File: src/rtl/datapath_pkg.sv
// datapath_pkg
//   Shared definitions for the pipelined datapath:
//   - function-select (FS) codes of the function unit
//   - control-word field positions, expressed as functions of the register
//     address width AW (word layout MSB->LSB: DA, AA, BA, MB, FS[4], MD, RW)
//   - bit positions of V/C/N/Z inside the packed status word
package datapath_pkg;

  localparam int FS_W = 4;

  localparam logic [3:0] FS_PASSA  = 4'b0000;
  localparam logic [3:0] FS_INC    = 4'b0001;
  localparam logic [3:0] FS_ADD    = 4'b0010;
  localparam logic [3:0] FS_ADDC   = 4'b0011;
  localparam logic [3:0] FS_ADDNB  = 4'b0100;
  localparam logic [3:0] FS_SUB    = 4'b0101;
  localparam logic [3:0] FS_DEC    = 4'b0110;
  localparam logic [3:0] FS_PASSA2 = 4'b0111;
  localparam logic [3:0] FS_AND    = 4'b1000;
  localparam logic [3:0] FS_OR     = 4'b1001;
  localparam logic [3:0] FS_XOR    = 4'b1010;
  localparam logic [3:0] FS_NOTA   = 4'b1011;
  localparam logic [3:0] FS_PASSB  = 4'b1100;
  localparam logic [3:0] FS_SHR    = 4'b1101;
  localparam logic [3:0] FS_SHL    = 4'b1110;
  localparam logic [3:0] FS_ZERO   = 4'b1111;

  // Fixed low-order control-word fields
  localparam int CW_RW_BIT = 0;
  localparam int CW_MD_BIT = 1;
  localparam int CW_FS_LSB = 2;
  localparam int CW_MB_BIT = 6;

  // Status-word bit positions
  localparam int FLAG_Z = 0;
  localparam int FLAG_N = 1;
  localparam int FLAG_C = 2;
  localparam int FLAG_V = 3;

  function automatic int cw_width(input int aw);
    return 3 * aw + 7;
  endfunction

  function automatic int ba_lsb(input int aw);
    return 7 + 0 * aw;
  endfunction

  function automatic int aa_lsb(input int aw);
    return 7 + aw;
  endfunction

  function automatic int da_lsb(input int aw);
    return 7 + 2 * aw;
  endfunction

  // Place the four flags at their status-word positions
  function automatic logic [3:0] pack_flags(input logic v, input logic c,
                                            input logic n, input logic z);
    logic [3:0] f;
    f         = 4'b0000;
    f[FLAG_V] = v;
    f[FLAG_C] = c;
    f[FLAG_N] = n;
    f[FLAG_Z] = z;
    return f;
  endfunction

endpackage

File: src/rtl/dp_function_unit.sv
// dp_function_unit
//   Purely combinational function unit of the datapath.
//   Ports:
//     i_a, i_b  W-bit operands
//     i_fs      4-bit function select (codes in datapath_pkg)
//     o_f       W-bit result
//     o_v/o_c   overflow / carry of the selected operation
//     o_n/o_z   sign bit of o_f / o_f is all zeros
module dp_function_unit
  import datapath_pkg::*;
#(
  parameter int W = 16
) (
  input  logic [W-1:0] i_a,
  input  logic [W-1:0] i_b,
  input  logic [3:0]   i_fs,
  output logic [W-1:0] o_f,
  output logic         o_v,
  output logic         o_c,
  output logic         o_n,
  output logic         o_z
);

  logic [W-1:0] w_y;
  logic         w_cin;
  logic [W:0]   w_sum;
  logic [W-1:0] w_f;
  logic         w_v;
  logic         w_c;

  // Second adder operand and carry-in; every arithmetic code is A + y + cin
  always_comb begin
    w_y   = {W{1'b0}};
    w_cin = 1'b0;
    case (i_fs)
      FS_INC:   begin w_y = {W{1'b0}}; w_cin = 1'b1; end
      FS_ADD:   begin w_y = i_b;       w_cin = 1'b0; end
      FS_ADDC:  begin w_y = i_b;       w_cin = 1'b1; end
      FS_ADDNB: begin w_y = ~i_b;      w_cin = 1'b0; end
      FS_SUB:   begin w_y = ~i_b;      w_cin = 1'b1; end
      FS_DEC:   begin w_y = {W{1'b1}}; w_cin = 1'b0; end
      default:  begin w_y = {W{1'b0}}; w_cin = 1'b0; end
    endcase
  end

  assign w_sum = {1'b0, i_a} + {1'b0, w_y} + {{W{1'b0}}, w_cin};

  // Result and carry/overflow selection
  always_comb begin
    w_f = {W{1'b0}};
    w_c = 1'b0;
    w_v = 1'b0;
    case (i_fs)
      FS_PASSA, FS_INC, FS_ADD, FS_ADDC, FS_ADDNB, FS_SUB, FS_DEC, FS_PASSA2: begin
        w_f = w_sum[W-1:0];
        w_c = w_sum[W];
        // Overflow: adder inputs agree in sign, result does not
        w_v = (i_a[W-1] == w_y[W-1]) && (w_sum[W-1] != i_a[W-1]);
      end
      FS_AND:   w_f = i_a & i_b;
      FS_OR:    w_f = i_a | i_b;
      FS_XOR:   w_f = i_a ^ i_b;
      FS_NOTA:  w_f = ~i_a;
      FS_PASSB: w_f = i_b;
      FS_SHR: begin
        w_f = {1'b0, i_b[W-1:1]};
        w_c = i_b[0];
      end
      FS_SHL: begin
        w_f = {i_b[W-2:0], 1'b0};
        w_c = i_b[W-1];
      end
      FS_ZERO:  w_f = {W{1'b0}};
      default:  w_f = {W{1'b0}};
    endcase
  end

  assign o_f = w_f;
  assign o_c = w_c;
  assign o_v = w_v;
  assign o_n = w_f[W-1];
  assign o_z = (w_f == {W{1'b0}});

endmodule

File: src/rtl/datapath_pipe.sv
// datapath_pipe
//   Two-stage pipelined datapath: operand fetch (OF) then execute/write-back
//   (EX). NREG x W register file, function unit, registered V/C/N/Z.
//   Ports:
//     CLK, RESET      clock, synchronous active-high reset
//     CTRWRD          control word {DA, AA, BA, MB, FS[4], MD, RW}
//     Cin             constant operand (B when MB=1)
//     Din             memory data (write-back source when MD=1)
//     HOLD            freezes the pipeline, inputs ignored
//     Adrout, Dout    A and B operands of the instruction in EX
//     V, C, N, Z      registered status flags
module datapath_pipe
  import datapath_pkg::*;
#(
  parameter  int W    = 16,
  parameter  int NREG = 8,
  localparam int AW   = $clog2(NREG),
  localparam int CW   = 3 * AW + 7
) (
  input  logic          CLK,
  input  logic          RESET,
  input  logic [CW-1:0] CTRWRD,
  input  logic [W-1:0]  Cin,
  input  logic [W-1:0]  Din,
  input  logic          HOLD,
  output logic [W-1:0]  Adrout,
  output logic [W-1:0]  Dout,
  output logic          V,
  output logic          C,
  output logic          N,
  output logic          Z
);

  localparam int DA_LSB = da_lsb(AW);
  localparam int AA_LSB = aa_lsb(AW);
  localparam int BA_LSB = ba_lsb(AW);

  // Control-word fields of the instruction in OF
  logic [AW-1:0] w_da;
  logic [AW-1:0] w_aa;
  logic [AW-1:0] w_ba;
  logic          w_mb;
  logic [3:0]    w_fs;
  logic          w_md;
  logic          w_rw;

  assign w_da = CTRWRD[DA_LSB +: AW];
  assign w_aa = CTRWRD[AA_LSB +: AW];
  assign w_ba = CTRWRD[BA_LSB +: AW];
  assign w_mb = CTRWRD[CW_MB_BIT];
  assign w_fs = CTRWRD[CW_FS_LSB +: FS_W];
  assign w_md = CTRWRD[CW_MD_BIT];
  assign w_rw = CTRWRD[CW_RW_BIT];

  // Architectural state
  logic [W-1:0]  r_regs [NREG];
  logic [3:0]    r_flags;

  // OF->EX pipeline register
  logic [W-1:0]  r_ex_a;
  logic [W-1:0]  r_ex_b;
  logic [AW-1:0] r_ex_da;
  logic [3:0]    r_ex_fs;
  logic          r_ex_md;
  logic          r_ex_rw;
  logic [W-1:0]  r_ex_din;
  logic          r_ex_valid;

  // EX stage results
  logic [W-1:0]  w_f;
  logic          w_fv;
  logic          w_fc;
  logic          w_fn;
  logic          w_fz;
  logic [W-1:0]  w_ex_d;
  logic          w_ex_wr;

  dp_function_unit #(.W(W)) u_fu (
    .i_a  (r_ex_a),
    .i_b  (r_ex_b),
    .i_fs (r_ex_fs),
    .o_f  (w_f),
    .o_v  (w_fv),
    .o_c  (w_fc),
    .o_n  (w_fn),
    .o_z  (w_fz)
  );

  assign w_ex_d  = r_ex_md ? r_ex_din : w_f;
  assign w_ex_wr = r_ex_valid && r_ex_rw;

  // OF operands; a pending EX write to the same register overrides the
  // register file so a dependent word needs no bubble
  logic [W-1:0] w_of_a;
  logic [W-1:0] w_of_b;

  // Operand A fetch with EX->OF bypass
  always_comb begin
    if (w_ex_wr && (r_ex_da == w_aa)) begin
      w_of_a = w_ex_d;
    end else begin
      w_of_a = r_regs[w_aa];
    end
  end

  // Operand B fetch: constant when MB=1, otherwise register with bypass
  always_comb begin
    if (w_mb) begin
      w_of_b = Cin;
    end else if (w_ex_wr && (r_ex_da == w_ba)) begin
      w_of_b = w_ex_d;
    end else begin
      w_of_b = r_regs[w_ba];
    end
  end

  // Pipeline advance: write-back, flag update and OF->EX capture; HOLD
  // freezes everything, RESET overrides both HOLD and a pending write
  always_ff @(posedge CLK) begin
    if (RESET) begin
      for (int i = 0; i < NREG; i++) begin
        r_regs[i] <= {W{1'b0}};
      end
      r_flags    <= 4'b0000;
      r_ex_a     <= {W{1'b0}};
      r_ex_b     <= {W{1'b0}};
      r_ex_da    <= {AW{1'b0}};
      r_ex_fs    <= 4'b0000;
      r_ex_md    <= 1'b0;
      r_ex_rw    <= 1'b0;
      r_ex_din   <= {W{1'b0}};
      r_ex_valid <= 1'b0;
    end else if (!HOLD) begin
      if (w_ex_wr) begin
        r_regs[r_ex_da] <= w_ex_d;
      end
      // Memory loads (MD=1) leave the flags alone
      if (r_ex_valid && !r_ex_md) begin
        r_flags <= pack_flags(w_fv, w_fc, w_fn, w_fz);
      end
      r_ex_a     <= w_of_a;
      r_ex_b     <= w_of_b;
      r_ex_da    <= w_da;
      r_ex_fs    <= w_fs;
      r_ex_md    <= w_md;
      r_ex_rw    <= w_rw;
      r_ex_din   <= Din;
      r_ex_valid <= 1'b1;
    end
  end

  assign Adrout = r_ex_a;
  assign Dout   = r_ex_b;
  assign V      = r_flags[FLAG_V];
  assign C      = r_flags[FLAG_C];
  assign N      = r_flags[FLAG_N];
  assign Z      = r_flags[FLAG_Z];

endmodule
File: config.mk
export PLATFORM = sky130hd
export DESIGN_NAME = datapath_pipe
export DESIGN_NICKNAME = d
export VERILOG_FILES = /design/src/rtl/datapath_pkg.sv /design/src/rtl/dp_function_unit.sv /design/src/rtl/datapath_pipe.sv
export SDC_FILE = /design/constraint.sdc
export NUM_CORES = 1
export LEC_CHECK = 0
export BUFFER_PORTS_ARGS = -buffer_cell sky130_fd_sc_hd__buf_2
export CORE_UTILIZATION = 60
export CTS_CLUSTER_DIAMETER = 40
export DETAILED_ROUTE_END_ITERATION = 8
export PLACE_DENSITY = 0.88
export SLEW_MARGIN = 15
export SYNTH_ARGS = -nofsm -noshare
export SYNTH_HDL_FRONTEND = slang
export SYNTH_SLANG_ARGS = --single-unit
export TNS_END_PERCENT = 5
File: constraint.sdc
create_clock -name CLK -period 11.2 [get_ports CLK]
set_clock_uncertainty 0.1 [all_clocks]
set_input_delay 2.24 -clock CLK [delete_from_list [all_inputs] [get_ports CLK]]
set_output_delay 2.24 -clock CLK [all_outputs]
set_load 0.1 [all_outputs]
### After elaboration in Yosys (flattened, before gate mapping)

Memory sizes are Yosys's and may differ from the RTL's. A register that Yosys moved wholly into a read port is not among the register bits.
Index checks and enable logic that the tools add are counted.
Widths: inputs -> output; s select.

| word-level totals | value |
|---|---|
| bits in registers | 46 |
| memories kept | 1 |
| logic and storage cells | 66 |
| output and inout port bits | 36 |
| bits in writable memories | 128 |

| cells by class | value |
|---|---|
| reductions and logical operators | 14 |
| multiplexer cells | 17 |
| bitwise operators | 6 |
| eq/ne operators | 18 |
| $add $sub $neg | 2 |

Memories:

| memory | words | width | read ports | clocked after Yosys merged registers in | write ports | RTL line | source |
|---|---|---|---|---|---|---|---|
| r_regs | 8 | 16 | 2 | 1 | 8 | datapath_pipe.sv:56 | `logic [W-1:0] r_regs [NREG];` |

Operators by type and width:

| cell | count |
|---|---|
| $pmux 16 s9 | 1 |
| $mux 16 | 4 |
| $pmux 16 s3 | 1 |
| $eq 4x4->1 const B | 8 |
| $not 16->16 | 2 |
| $add 16x16->17 | 1 |
| $add 17x1->17 | 1 |
| $and 16x16->16 | 1 |
| $eq 4x3->1 const B | 4 |
| $logic_not 16->1 | 1 |
| $or 16x16->16 | 1 |
| $reduce_or 16->1 | 1 |
| $xor 16x16->16 | 1 |
| $mux 1 | 9 |
| $eq 4x2->1 const B | 2 |
| $reduce_or 8->1 | 1 |
| $eq 4x1->1 const B | 1 |
| $logic_and 1x1->1 | 4 |
| $logic_not 4->1 | 1 |
| $reduce_or 2->1 | 2 |
| $eq 3x3->1 | 1 |
| $mux 3 | 1 |
| $pmux 1 s3 | 1 |
| $reduce_or 3->1 | 1 |
| 5 further kinds | 6 |

### Depth between registers and ports, before layout

| logic depth | value |
|---|---|
| depth after elaboration | 9 |
| mapped depth | 18 |

### By module

From an unflattened synthesis, not the netlist that was laid out.

| unflattened totals | value |
|---|---|
| cells, all modules | 1,097 |
| area total of the unflattened synthesis | 11,891.4 µm² |

By module, submodules not included:

| module | times used | area an instance (µm²) | cells each | sequential area each (µm²) |
|---|---|---|---|---|
| datapath_pipe | 1 | 9,148.8 | 677 | 5,084.9 |
| dp_function_unit | 1 | 2,742.6 | 420 | 0.0 |

### Least setup slack after synthesis

OpenSTA, ideal clock, no wires.

| path | value |
|---|---|
| kind | input-to-reg |
| start point | in CTRWRD[7] |
| end point | reg r_ex_b[15] (netlist: Dout[15]) |
| arrival | 4,165 ps |
| setup time | 91 ps |
| setup slack | 6,844 ps |
| buffers on the path | 3 |
| stages on the path | 9 |
| cells stage by stage | clkbuf_1 buf_2 xor2_1 nor3_2 buf_2 nor2_1 a221oi_1 a21oi_1 a311oi_1 |

| between the ends | value |
|---|---|
| word-level cells in the longest chain between the ends | 4 |
| elaborated cells on any way between the ends | 5 |
| classes of those cells | 1 x eq/ne; 2 x mux; 1 x reduce/logical; 1 x memory |

Ends and longest elaborated chain:

| item | RTL line | source |
|---|---|---|
| from (decl) | datapath_pipe.sv:22 | `input logic [CW-1:0] CTRWRD,` |
| parallel branches: the longest is 2 deep, another holds $mem_v2 8x16 | - |  |
| $mux 16 (*) | datapath_pipe.sv:110 | `end else if (w_ex_wr && (r_ex_da == w_ba)) begin` |
| $mux 16 (*) | datapath_pipe.sv:108 | `if (w_mb) begin` |
| to (signal assigned) | datapath_pipe.sv:126 | `r_ex_b <= {W{1'b0}};` |
| to (signal assigned) | datapath_pipe.sv:142 | `r_ex_b <= w_of_b;` |
| to (decl) | datapath_pipe.sv:61 | `logic [W-1:0] r_ex_b;` |

Every way passes the cells marked *.
A chain may end at the register's enable or synchronous reset.

==> flow_metrics.py <==
metrics = {
    "die": {
        "die_w_um": 143,
        "die_area_um2": 20400,
        "die_h_um": 143,
        "start_util_pct": 61.0,
        "core-area_um2": 19500,
        "ios": 87,
        "rows": 51,
    },
    "synthesis": {
        "synth_area_per_cell_um2": 10.8,
        "synth_area_leaders": "edfxtp_1, mux4_2, dfxtp_1, nor2_1, ha_1",
        "synth-seq-cells": 190,
        "synth_edf_count": 128,
        "synth_area_leader_cell": "edfxtp_1",
        "synth_top_area_share_pct": 32.4,
        "ys_types": 71,
        "synth_cells": 1104,
        "synthArstFlopShare_pct": 0,
        "synth_area_um2": 11900,
        "yosys_warnings": 0,
        "syn-num-nets": 1204,
        "synthFlopType": "edfxtp_1",
        "yosysSeqAreaShare_pct": 42.8,
    },
    "detailed_routing": {
        "ant_nets": 0,
        "drc": 0,
        "drt-total-wl_mm": 33.2,
        "wl_per_cell_um": 23.5,
        "drtIter0Drc": 1350,
        "vias_per_cell": 6.93,
        "firstDrtPassIters": 6,
        "vias": 9808,
    },
    "clock_tree": {
        "htreeDepth": 4,
        "cts_buffer_depth": 2,
        "cts_root_buffer": "clkbuf_16",
        "clk_pin_slew_ns": 0.08,
        "clock_latency_ns": 0.45,
        "cts_tree": "done",
        "cts-resized-gates": 0,
        "cts_hold_buf": 0,
        "cts_num_sinks": 190,
        "cts_buffers": 17,
        "post_cts_buffers": 0,
    },
    "grt": {
        "grt_max_degree": 73,
        "grt_pass1_vias": 9190,
        "grt.overflow.total": 0,
        "grt_pass1_wl_mm": 50.9,
        "globalRouteTotalUtil_pct": 33.5,
        "antenna_found_initial": 2,
    },
    "run_status": {
        "status": "finished clean",
    },
    "critical_path": {
        "crit_family": "compound AO/OA/AOI/OAI gates",
        "slowest_stage": "mux2i_1",
        "critical_path_class": "flop to flop",
        "crit_arrival_ns": 5.13,
        "worst-path-max-fanout": 40,
        "crit_path_end_kind": "flop",
        "worstPathRequired_ns": 11.24,
        "max_stage_delay_ns": 0.93,
        "cp_cell_sequence": "buf_4 -> inv_1 -> a21oi_1 -> a21oi_1 -> nor2_1 -> ha_1 -> a211oi_1 -> o21bai_1 -> a311oi_1 -> xnor2_1 -> o21ai_0 -> mux2i_1 -> nor2_1",
        "startpoint_type": "flop",
        "critical_path_buf_inv_count": 2,
    },
    "pwr": {
        "p_leak_nw": 5.02,
        "finalPower_mw": 1.81,
        "ir_drop_mv": 0.117,
        "p_per_area_nw_per_um2": 140,
    },
    "sta": {
        "relSlewSlack_pct": 21.9,
        "rsz0062_at_grt": "no",
        "fmax_mhz": 197,
        "finalCritPeriodShare_pct": 45.4,
        "final.setup.tns_ns": 0,
        "hold_viol_final": 0,
        "finalSetupViolCount": 0,
        "finalMaxSlewViolations": 0,
        "worst_slew_pin_slew_ns": 1.14,
        "min_period_ns": 5.08,
    },
    "layout": {
        "finalNetCount": 1237,
        "multiInputGateArea_um2": 6260,
        "fillers": 1367,
        "final-seq-area_um2": 5080,
        "drive_gt1_share_pct": 19.7,
        "syn2layout_area_growth_pct": 9.30,
        "diodes": 0,
    },
    "job": {
        "max-cap-violations": 0,
    },
    "placed_design": {
        "dp_hpwl_mm": 22.9,
        "io_buffers": 86,
        "gp_congestion": 0.933,
    },
    "hold_path": {
        "hp-class": "flop to flop",
    },
}
-- worst register-to-register path, cell delays in order (launching register included) --
cell and delay [ns]:
dfxtp_1 0.32, buf_4 0.38, inv_1 0.35, a21oi_1 0.71, a21oi_1 0.15, nor2_1 0.20
ha_1 0.28, a211oi_1 0.28, o21bai_1 0.26, a311oi_1 0.34, xnor2_1 0.19, o21ai_0 0.16
mux2i_1 0.93, nor2_1 0.13
-- kinds of logic after synthesis --
kind of cell,after synthesis,share of synthesized area [%]
AO/OA/AOI/OAI,242,14.3
XOR/XNOR,14,1.03
adder cells (fa/ha/maj),49,5.29
buffers and inverters,132,4.51
flip-flops,190,42.8
multiplexers,134,19.3
AND/OR/NAND/NOR,343,12.8
-- cells in the final DEF, fill, tap and decap left out, drive strengths merged, types with 8 or more instances in the layout --
master and n:
nor2 217, a221oi 15, o31ai 8, clkbuf 17, o21ai 33, nor2b 33
mux2 11, mux2i 50, nand2 33, dfxtp 62, inv 56, o22ai 13
buf 96, a21oi 62, ha 47, xor2 8, a211oi 43, nand2b 16
edfxtp 128, mux4 73, clkinv 8, a211o 17, nand3 9, nor3 9
-- final cells by class --
type,count,share of cell area (%)
clock inverter,15,1.37
tap,265,2.55
inverter,50,1.45
timing repair buffer,96,3.91
clock buffer,17,3.28
multi-input combinational,782,48.3
sequential,190,39.2
-- cells in the mapped netlist (all sizes together) (4+ instances only) --
cell and count:
nor2b 33, buf 24, a21oi 62, nor2 217
and3 4, dfxtp 62, o22ai 13, inv 49
a211oi 43, o21ai 33, mux2 11, nand3 9
o211ai 4, xnor2 6, mux4 73, clkbuf 58
a211o 17, ha 47, a221oi 15, o31ai 8
nand2 33, a21o 7, edfxtp 128, xor2 8
nand2b 16, a311oi 5, o221ai 7, nor3 9
mux2i 50
-- routing by layer --
metal	global-route usage, %	routed length (um)	share of wire, %	vias up
li1	-	-	-	4198
met1	43.0	12000	36	4734
met2	56.1	16200	49	761
met3	6.94	3840	12	113
met4	13.0	1160	3.5	2
met5	0	13	0.039	-
-- power breakdown --
group          internal, mW  switching, mW
clock                 0.320          0.298
combinational         0.125          0.254
sequential            0.777         0.0368
-- flip-flops by register name, summed over array words and instances (netlist names) --
signal,count
r_ex_din,16
r_ex_rw,1
Adrout,16
r_ex_da,3
r_regs,128
r_ex_fs,4
Dout,16
r_ex_md,1
r_ex_valid,1
r_flags,4
-- path summary, 6_finish.rpt --
path	slack [ns]	start	to	cells past startpoint
setup / recovery	6.12	r_ex_fs[1]	r_regs[0][13]	13
hold / removal	0.41	r_flags[2]	r_flags[2]	2
hold reg to reg	0.41	r_flags[2]	r_flags[2]	2
setup reg to reg	6.12	r_ex_fs[1]	r_regs[0][13]	13
-- per-stage QoR --
step	instance area [um^2]	setup WS [ns]	util (%)	hold slack, ns	instances
3_3_place_gp	12400	6.24	63.6	0.369	1383
5_1_grt	13000	5.78	66.7	0.410	1415
6_report	13000	6.12	66.7	0.406	1415
4_1_cts	13000	6.25	66.7	0.389	1415
3_5_place_dp	12400	6.10	63.6	0.376	1383
2_1_floorplan	11900	6.84	-	0.344	1104
(Power assumes the default switching activity.)
